--- config.mk ---
export PLATFORM = sky130hd
export DESIGN_NAME = poly_vec_load_scheduler_flat
export DESIGN_NICKNAME = d
export VERILOG_FILES = /design/src/rtl/poly_vec_load_scheduler_pkg.sv /design/src/rtl/poly_vec_load_scheduler_if.sv /design/src/rtl/poly_vec_load_scheduler_word_addr_gen.sv /design/src/rtl/poly_vec_load_scheduler.sv /design/src/flat_wrapper.sv
export SDC_FILE = /design/constraint.sdc
export NUM_CORES = 1
export LEC_CHECK = 0
export CORE_MARGIN = 10
export CORE_UTILIZATION = 47
export CTS_CLUSTER_SIZE = 14
export DETAILED_ROUTE_END_ITERATION = 6
export PLACE_DENSITY_LB_ADDON = 0.1
export RECOVER_POWER = 50
export SETUP_SLACK_MARGIN = 0.5
export SLEW_MARGIN = 15
export SYNTH_ARGS = -nofsm -noshare
export SYNTH_HDL_FRONTEND = slang
export SYNTH_SLANG_ARGS = --single-unit
--- constraint.sdc ---
create_clock -name clk -period 7.2 [get_ports clk]
set_clock_uncertainty 0.15 [all_clocks]
set_input_delay 1.44 -clock clk [delete_from_list [all_inputs] [get_ports clk]]
set_output_delay 1.44 -clock clk [all_outputs]
set_load 0.01 [all_outputs]
--- src/rtl/poly_vec_load_scheduler_pkg.sv ---
// Shared definitions for the polynomial vector load scheduler.
// Holds the FSM state encoding, polynomial slot geometry, and the helper
// that picks the last word index for the selected coefficient packing.
package poly_vec_load_scheduler_pkg;

  typedef enum logic [1:0] {
    StIdle = 2'd0,
    StLoad = 2'd1,
    StGap  = 2'd2,
    StDone = 2'd3
  } state_e;

  // Every polynomial occupies a 64-word slot, whatever the packing.
  localparam int unsigned POLY_STRIDE = 64;
  localparam int unsigned WORDS_4X    = 64;
  localparam int unsigned WORDS_13B   = 52;

  // The slot stride is a power of two, so the in-slot offset is {poly, word}.
  localparam int unsigned WORD_W = $clog2(POLY_STRIDE);
  localparam int unsigned PIDX_W = 2;

  function automatic logic [WORD_W-1:0] last_word(input logic coeff4x);
    return coeff4x ? WORD_W'(WORDS_4X - 1) : WORD_W'(WORDS_13B - 1);
  endfunction

endpackage

--- src/rtl/poly_vec_load_scheduler_if.sv ---
// Stream-in / BRAM-write bundle for the polynomial vector load scheduler.
//   din, din_valid, din_ready : 64-bit valid/ready input stream
//   bram_we, bram_addr, bram_wdata : registered BRAM write port
// master: host/FIFO side (drives the stream, observes the writes)
// slave : scheduler side
interface poly_vec_load_scheduler_if #(
  parameter int unsigned ADDR_W = 9,
  parameter int unsigned DATA_W = 64
);

  logic [DATA_W-1:0] din;
  logic              din_valid;
  logic              din_ready;
  logic              bram_we;
  logic [ADDR_W-1:0] bram_addr;
  logic [DATA_W-1:0] bram_wdata;

  modport master (
    output din, din_valid,
    input  din_ready, bram_we, bram_addr, bram_wdata
  );

  modport slave (
    input  din, din_valid,
    output din_ready, bram_we, bram_addr, bram_wdata
  );

endinterface

--- src/rtl/poly_vec_load_scheduler_word_addr_gen.sv ---
// Word counter and BRAM address generator for one polynomial slot.
//   clk, rst  : clock, asynchronous active-high reset
//   clear     : force the word counter to 0 (has priority over step)
//   step      : advance one word; wraps to 0 after the last word
//   coeff4x   : 1 = 64 words per polynomial, 0 = 52 words
//   base      : BRAM address of word 0 of poly 0
//   poly_idx  : current polynomial
//   last      : current word is the last word of the polynomial
//   addr      : base + poly_idx*POLY_STRIDE + word, mod 2^ADDR_W
module poly_word_addr_gen
  import poly_vec_load_scheduler_pkg::*;
#(
  parameter int unsigned ADDR_W = 9
) (
  input  logic              clk,
  input  logic              rst,
  input  logic              clear,
  input  logic              step,
  input  logic              coeff4x,
  input  logic [ADDR_W-1:0] base,
  input  logic [PIDX_W-1:0] poly_idx,
  output logic              last,
  output logic [ADDR_W-1:0] addr
);

  logic [WORD_W-1:0]        word_q, word_d;
  logic [PIDX_W+WORD_W-1:0] offset;

  assign last   = (word_q == last_word(coeff4x));
  assign offset = {poly_idx, word_q};
  // Sum is truncated to ADDR_W so a high base wraps to the bottom of the BRAM.
  assign addr   = base + ADDR_W'(offset);

  always_comb begin
    word_d = word_q;
    if (clear) begin
      word_d = '0;
    end else if (step) begin
      word_d = last ? '0 : word_q + 1'b1;
    end
  end

  always_ff @(posedge clk or posedge rst) begin
    if (rst) begin
      word_q <= '0;
    end else begin
      word_q <= word_d;
    end
  end

endmodule

--- src/rtl/poly_vec_load_scheduler.sv ---
// Loads a vector of NPOLY polynomials from a valid/ready stream into the
// polynomial BRAM, one 64-word slot per polynomial.
//   clk, rst  : clock, asynchronous active-high reset
//   start     : one-cycle request, accepted only when idle
//   abort     : synchronous abort, honoured whenever busy
//   coeff4x   : sampled at start; 1 = 64 words/poly, 0 = 52 words/poly
//   base_addr : sampled at start; BRAM address of word 0 of poly 0
//   bus       : stream input and registered BRAM write port
//   poly_idx  : polynomial currently being loaded
//   busy      : high in every state except idle
//   done      : one-cycle pulse when the whole vector has been written
module poly_vec_load_scheduler
  import poly_vec_load_scheduler_pkg::*;
#(
  parameter int unsigned NPOLY  = 3,
  parameter int unsigned ADDR_W = 9,
  parameter int unsigned DATA_W = 64
) (
  input  logic                    clk,
  input  logic                    rst,
  input  logic                    start,
  input  logic                    abort,
  input  logic                    coeff4x,
  input  logic [ADDR_W-1:0]       base_addr,
  poly_vec_load_scheduler_if.slave bus,
  output logic [PIDX_W-1:0]       poly_idx,
  output logic                    busy,
  output logic                    done
);

  localparam logic [PIDX_W-1:0] LAST_POLY = PIDX_W'(NPOLY - 1);

  state_e              state_q, state_d;
  logic [PIDX_W-1:0]   poly_q, poly_d;
  logic                coeff_q, coeff_d;
  logic [ADDR_W-1:0]   base_q, base_d;

  logic                we_q;
  logic [ADDR_W-1:0]   addr_q;
  logic [DATA_W-1:0]   wdata_q;

  logic                abort_act;
  logic                beat;
  logic                step;
  logic                wclear;
  logic                wlast;
  logic [ADDR_W-1:0]   waddr;

  assign abort_act = abort && (state_q != StIdle);
  assign beat      = (state_q == StLoad) && bus.din_valid;
  // An aborted beat is neither counted nor written.
  assign step      = beat && !abort_act;
  assign wclear    = (state_q == StIdle) || abort_act;

  poly_word_addr_gen #(
    .ADDR_W (ADDR_W)
  ) u_addr_gen (
    .clk      (clk),
    .rst      (rst),
    .clear    (wclear),
    .step     (step),
    .coeff4x  (coeff_q),
    .base     (base_q),
    .poly_idx (poly_q),
    .last     (wlast),
    .addr     (waddr)
  );

  always_comb begin
    state_d = state_q;
    poly_d  = poly_q;
    coeff_d = coeff_q;
    base_d  = base_q;
    done    = 1'b0;
    if (abort_act) begin
      state_d = StIdle;
      poly_d  = '0;
    end else begin
      unique case (state_q)
        StIdle: begin
          if (start) begin
            coeff_d = coeff4x;
            base_d  = base_addr;
            poly_d  = '0;
            state_d = StLoad;
          end
        end
        StLoad: begin
          if (beat && wlast) begin
            state_d = StGap;
          end
        end
        StGap: begin
          if (poly_q == LAST_POLY) begin
            state_d = StDone;
          end else begin
            poly_d  = poly_q + 1'b1;
            state_d = StLoad;
          end
        end
        StDone: begin
          done    = 1'b1;
          poly_d  = '0;
          state_d = StIdle;
        end
        default: state_d = StIdle;
      endcase
    end
  end

  always_ff @(posedge clk or posedge rst) begin
    if (rst) begin
      state_q <= StIdle;
      poly_q  <= '0;
      coeff_q <= 1'b0;
      base_q  <= '0;
    end else begin
      state_q <= state_d;
      poly_q  <= poly_d;
      coeff_q <= coeff_d;
      base_q  <= base_d;
    end
  end

  always_ff @(posedge clk or posedge rst) begin
    if (rst) begin
      we_q    <= 1'b0;
      addr_q  <= '0;
      wdata_q <= '0;
    end else begin
      we_q <= step;
      if (step) begin
        addr_q  <= waddr;
        wdata_q <= bus.din;
      end
    end
  end

  assign bus.din_ready  = (state_q == StLoad);
  assign bus.bram_we    = we_q;
  assign bus.bram_addr  = addr_q;
  assign bus.bram_wdata = wdata_q;
  assign poly_idx       = poly_q;
  assign busy           = (state_q != StIdle);

endmodule

--- src/flat_wrapper.sv ---
// flat-port wrapper written by rule: the top's interface ports become plain ports
module poly_vec_load_scheduler_flat import poly_vec_load_scheduler_pkg::*;
#(
  parameter int unsigned NPOLY  = 3,
  parameter int unsigned ADDR_W = 9,
  parameter int unsigned DATA_W = 64
)
  (clk, rst, start, abort, coeff4x, base_addr, poly_idx, busy, done, bus_din, bus_din_valid, bus_din_ready, bus_bram_we, bus_bram_addr, bus_bram_wdata);
  poly_vec_load_scheduler_if #(.ADDR_W(ADDR_W), .DATA_W(DATA_W)) bus_i ();
  input  logic clk;
  input  logic rst;
  input  logic start;
  input  logic abort;
  input  logic coeff4x;
  input  logic [ADDR_W-1:0] base_addr;
  output logic [PIDX_W-1:0] poly_idx;
  output logic busy;
  output logic done;
  input wire logic [$bits(bus_i.din)-1:0] bus_din;
  input wire logic [$bits(bus_i.din_valid)-1:0] bus_din_valid;
  output wire logic [$bits(bus_i.din_ready)-1:0] bus_din_ready;
  output wire logic [$bits(bus_i.bram_we)-1:0] bus_bram_we;
  output wire logic [$bits(bus_i.bram_addr)-1:0] bus_bram_addr;
  output wire logic [$bits(bus_i.bram_wdata)-1:0] bus_bram_wdata;
  assign bus_i.din = bus_din;
  assign bus_i.din_valid = bus_din_valid;
  assign bus_din_ready = bus_i.din_ready;
  assign bus_bram_we = bus_i.bram_we;
  assign bus_bram_addr = bus_i.bram_addr;
  assign bus_bram_wdata = bus_i.bram_wdata;
  poly_vec_load_scheduler #(.NPOLY(NPOLY), .ADDR_W(ADDR_W), .DATA_W(DATA_W)) u_core (.clk(clk), .rst(rst), .start(start), .abort(abort), .coeff4x(coeff4x), .base_addr(base_addr), .bus(bus_i), .poly_idx(poly_idx), .busy(busy), .done(done));
endmodule
---- Word-level counts from Yosys, hierarchy flattened ----
Cells that the tools add are included.
cells by class
  bitwise operators ....................... 1
  div/mod/pow operators ................... 0
  shift operators ......................... 0
  add/sub/neg operators ................... 3
  mux-type cells .......................... 15
  reductions and logical operators ........ 13
  $lt $le $gt $ge ......................... 0
  eq/ne operators ......................... 8
  multiply operators ...................... 0
operator list
  operator             number
  $mux 6               3
  $mux 2               7
  $add 9x8->9          1
  $pmux 2 s4           1
  $add 6x1->6 const B  1
  $eq 2x2->1 const B   3
  $eq 6x6->1           1
  $ne 3x2->1 const B   2
  $pmux 2 s3           1
  $reduce_and 3->1     2
  $logic_and 1x1->1    4
  $mux 4               1
  $reduce_bool 2->1    2
  $reduce_bool 4->1    1
  $ne 3x1->1 const B   1
  $add 2x1->2 const B  1
  $eq 2x1->1 const B   1
  $logic_not 2->1      1
  $mux 1               2
  $reduce_and 2->1     1
  $logic_not 1->1      1
  $logic_or 1x1->1     1
  $not 1->1            1
storage, ports and cells
  input bits .............................. 79
  bits in latches ......................... 0
  memory bits (writable) .................. 0
  flip-flop bits (word level) ............. 94
  memories kept ........................... 0
  ROM bits ................................ 0

---- Depth between registers and ports, before layout ----
  depth after elaboration ................. 6
  gate-level depth with buffers ........... 8
  mapped depth without buffers ............ 7

---- By module ----
From an unflattened synthesis, not the netlist that was laid out.
second synthesis, totals
  cells, all modules ...................... 295
  area, all modules ....................... 4,388.0 µm²
by module, submodules not included
  module                   cells an instance  area an instance (µm²)  times used
  poly_vec_load_scheduler  210                3,694.8                 1
  poly_word_addr_gen       85                 693.2                   1

---- Least setup slack after synthesis ----
No wires, ideal clock.
  path type ............................... input to output
  start ................................... input abort
  end ..................................... output done
  slack ................................... 3.652 ns
  data required time ...................... 5.610 ns
  cell stages on the path ................. 3
  arrival ................................. 1.958 ns
  cell sequence ........................... clkbuf_1 > nand2b_1 > nor2_1
on the way
  longest elaborated chain between the ends .. 2
ends and longest elaborated chain
  what               line                           source
  from (decl)        flat_wrapper.sv:13             input logic abort;
  $logic_and 1x1->1  poly_vec_load_scheduler.sv:49  assign abort_act = abort && (state_q != StIdle);
  $mux 1             poly_vec_load_scheduler.sv:75  if (abort_act) begin
  to (decl)          flat_wrapper.sv:18             output logic done;
Every way passes these cells.

---- Worst setup path in the final report ----
Same ends and word-level chain as after synthesis.

==> flow_summary_export.csv <==
group,metric,value,unit
run_status,status,"complete, but fails checks",
run_status,violations,"max-capacitance violations, max-slew violations",
clock_tree,clock-sinks,94,
placement,place_congestion,0.854,
drt,drt-wirelength-per-cell,15.7,um
logic_synthesis,yosysWarnings,0,
sta,tightest_slew,1.52,ns
clock_tree,cts_max_path_buffers,2,
grt,gr-total-overflow,0,
power,p_clk_frac,0.227,
placement,dp_hpwl,8040,um
layout,finish.instance_area,5860,sq um
floorplanning,fp.dieArea,12700,sq um
clock_tree,htreeDepth,3,
logic_synthesis,avgSynthCellArea,9.38,sq um
power,vdd_drop_max,0.148,mV
layout,areaGrowthSynthToFinish,45.5,%
floorplanning,die_y,113,um
job,max_cap_violations,1,
logic_synthesis,yosys.area.top_type_share,0.585,
grt,grt_usage,0.171,
grt,grt_antenna_before_repair,0,
floorplanning,dieWidth,113,um
drt,first_iter_violations,209,
logic_synthesis,synth_seq_cells,94,
drt,firstDrtPassIters,6,
grt,grt_max_degree,83,
layout,fillers,673,
critical_path,critPathCaptureType,"output pin",
layout,drive_gt1_frac,0.0563,
drt,wl,10800,um
power,p_sw,0.477,mW
clock_tree,cts_tree,"yes",
critical_path,crit_arrival,2.97,ns
critical_path,startpoint_type,"primary input",
critical_path,crit_slowest_cell,"dlygate4sd3_1",
power,p_per_area,270,nW/um^2
sta,hold_viol,0,
sta,setup_tns,0,ns
critical_path,critPathBufInv,2,
power,p_sw_frac,0.302,
layout,most-common-layout-cells,"nand2_1, clkdlybuf4s50_1, dfrtp_1",
floorplanning,initial_core_util,0.487,
logic_synthesis,yosys.cell_types.count,37,
critical_path,cp_max_fo,8,
sta,fin_ws,2.64,ns
hold_path,hold_start,"u_core.bus.bram_wdata[48]",
floorplanning,core.rowCount,33,
drt,vias,3408,
clock_tree,hold_buffers,0,
placement,dpl_worst_slack,2.63,ns
critical_path,crit_chain,"dlygate4sd3_1 > nand2b_1 > nor2_1 > clkdlybuf4s50_1",
drt,vias_per_cell,4.93,
sta,fin_crit_sh,0.633,
drt,drc,0,
critical_path,slowest_delay,0.67,ns
clock_tree,post_cts_resized,0,
sta,min_period,4.56,ns
sta,timing.hold.ws,0.324,ns
clock_tree,cts_setup_buffers,0,
logic_synthesis,ys_seq_area_frac,0.585,
logic_synthesis,synth_nets,519,
sta,fmax,0.220,GHz
drt,antenna_left,0,
clock_tree,cts_root_buf,"clkbuf_8",
layout,num_antenna_cells,0,
power,pwr-share-seq,0.453,
hold_path,holdCritPathClass,"reg -> reg",
grt,grt_pass1_wl,17900,um
clock_tree,clkLatencyLatePin,0.35,ns
hold_path,hold_end,"u_core.bus.bram_wdata[48]",
layout,utilization,0.709,
critical_path,r2r_start,"u_core.state_q[0]",
grt,grt_pass1_vias,3433,
critical_path,r2r_slack,4.19,ns
critical_path,timing.rr.end,"u_core.bus.bram_addr[4]",
critical_path,path_class,"in -> out",
placement,io_buffer_count,157,
layout,final_common_cell,"nand2_1",
critical_path,worstPathRequired,5.61,ns
floorplanning,core,8260,sq um
logic_synthesis,yosys-top-cells-area,"dfrtp_1, nand2_1, ha_1",
critical_path,crit_family,"buffers and inverters",
power,p_comb_frac,0.320,
sta,timing.final.max_slew_violations,37,
floorplanning,io_pins,158,
sta,maxSlewHeadroom,-0.0174,
clock_tree,cts_buffers,9,
sta,rsz0062_at_grt,"false",
hold_path,min_delay_path_depth,2,
placement,placed_cell_area,5650,sq um
power,internal-power,1.10,mW
logic_synthesis,synthCells,429,
logic_synthesis,syn-cell-area,4020,sq um
clock_tree,path_clk_slew,0.09,ns
critical_path,rr_worst_depth,5,
power,p_leak,2.84,nW
layout,fin_nets,671,
logic_synthesis,synth_area_leader_cell,"dfrtp_1",
sta,setup_viol,0,
[flip-flops by register name (all words and copies together), names as in the netlist]
| signal | count |
|---|---|
| u_core.base_q | 9 |
| u_core.bus.bram_addr | 9 |
| u_core.bus.bram_wdata | 64 |
| u_core.bus.bram_we | 1 |
| u_core.coeff_q | 1 |
| u_core.poly_idx | 2 |
| u_core.state_q | 2 |
| u_core.u_addr_gen.word_q | 6 |
[metal layers]
metal	global-route usage	wire length, um
met5	0	0
met4	0.0736	334
met3	0.0575	796
met2	0.266	5020
met1	0.213	4670
[cell usage after synthesis (all sizes together)]
| library cell | instances |
|---|---|
| o21ai | 17 |
| o21bai | 2 |
| nand2b | 2 |
| nor2b | 2 |
| xor2 | 8 |
| o211ai | 2 |
| buf | 9 |
| fa | 1 |
| nor4b | 1 |
| a21oi | 9 |
| clkbuf | 8 |
| o32ai | 1 |
| xnor2 | 1 |
| inv | 5 |
| or3 | 1 |
| nor3b | 1 |
| mux2 | 10 |
| and3 | 1 |
| nand4 | 3 |
| dfrtp | 94 |
| a31o | 1 |
| nand3 | 2 |
| a211oi | 4 |
| nand2 | 213 |
| a21o | 3 |
| nor2 | 10 |
| ha | 10 |
| a211o | 2 |
| a22oi | 1 |
| and2 | 1 |
| nor3 | 3 |
| mux2i | 1 |
[metrics by stage]
stage               power, mW  cells
floorplan               0.928    429
global placement         1.24    675
detailed placement       1.26    675
CTS                      1.62    691
global route             1.68    691
finish                   1.58    691
[how the worst max path moves through the flow]
stage	from	end	slack [ns]	cells after the start
after floorplan	rst	u_core.base_q[0]	3.16	1
after global placement	abort	u_core.bus.bram_addr[4]	2.71	6
after detailed placement	abort	u_core.bus.bram_addr[4]	2.63	6
after CTS	abort	done	2.71	4
after global routing	abort	done	2.56	4
final	abort	done	2.64	4
[power groups by stage]
stage | sequential (mW) | clock (mW) | combinational, mW
detailed placement | 0.729 | 0 | 0.527
global placement | 0.721 | 0 | 0.519
floorplan | 0.777 | 0 | 0.151
global route | 0.734 | 0.393 | 0.555
CTS | 0.718 | 0.369 | 0.530
finish | 0.715 | 0.359 | 0.505
[kinds of logic after synthesis]
kind of cell,Yosys count,share of synthesized area
AO/OA/AOI/OAI,42,0.0644
XOR/XNOR,9,0.0196
adder cells (fa/ha/maj),11,0.0361
buffers and inverters,22,0.0264
flip-flops,94,0.585
multiplexers,11,0.0305
AND/OR/NAND/NOR,240,0.238
[area by class of cell]
class / count / area, sq um / area share
well taps: 105 / 131 / 0.0224
multi-input cells: 313 / 1570 / 0.267
inverters: 5 / 21.3 / 0.00363
repair buffers: 158 / 1580 / 0.270
flip-flops and latches: 94 / 2350 / 0.402
clock inverters: 6 / 68.8 / 0.0118
clock buffers: 10 / 138 / 0.0235
[worst min-delay path, cell delays in order, from the launching register on]
cell	delay (ns)
dfrtp_1	0.35
nand2_1	0.05
nand2_1	0.05
Note: power is estimated with default switching activity, not from simulation.
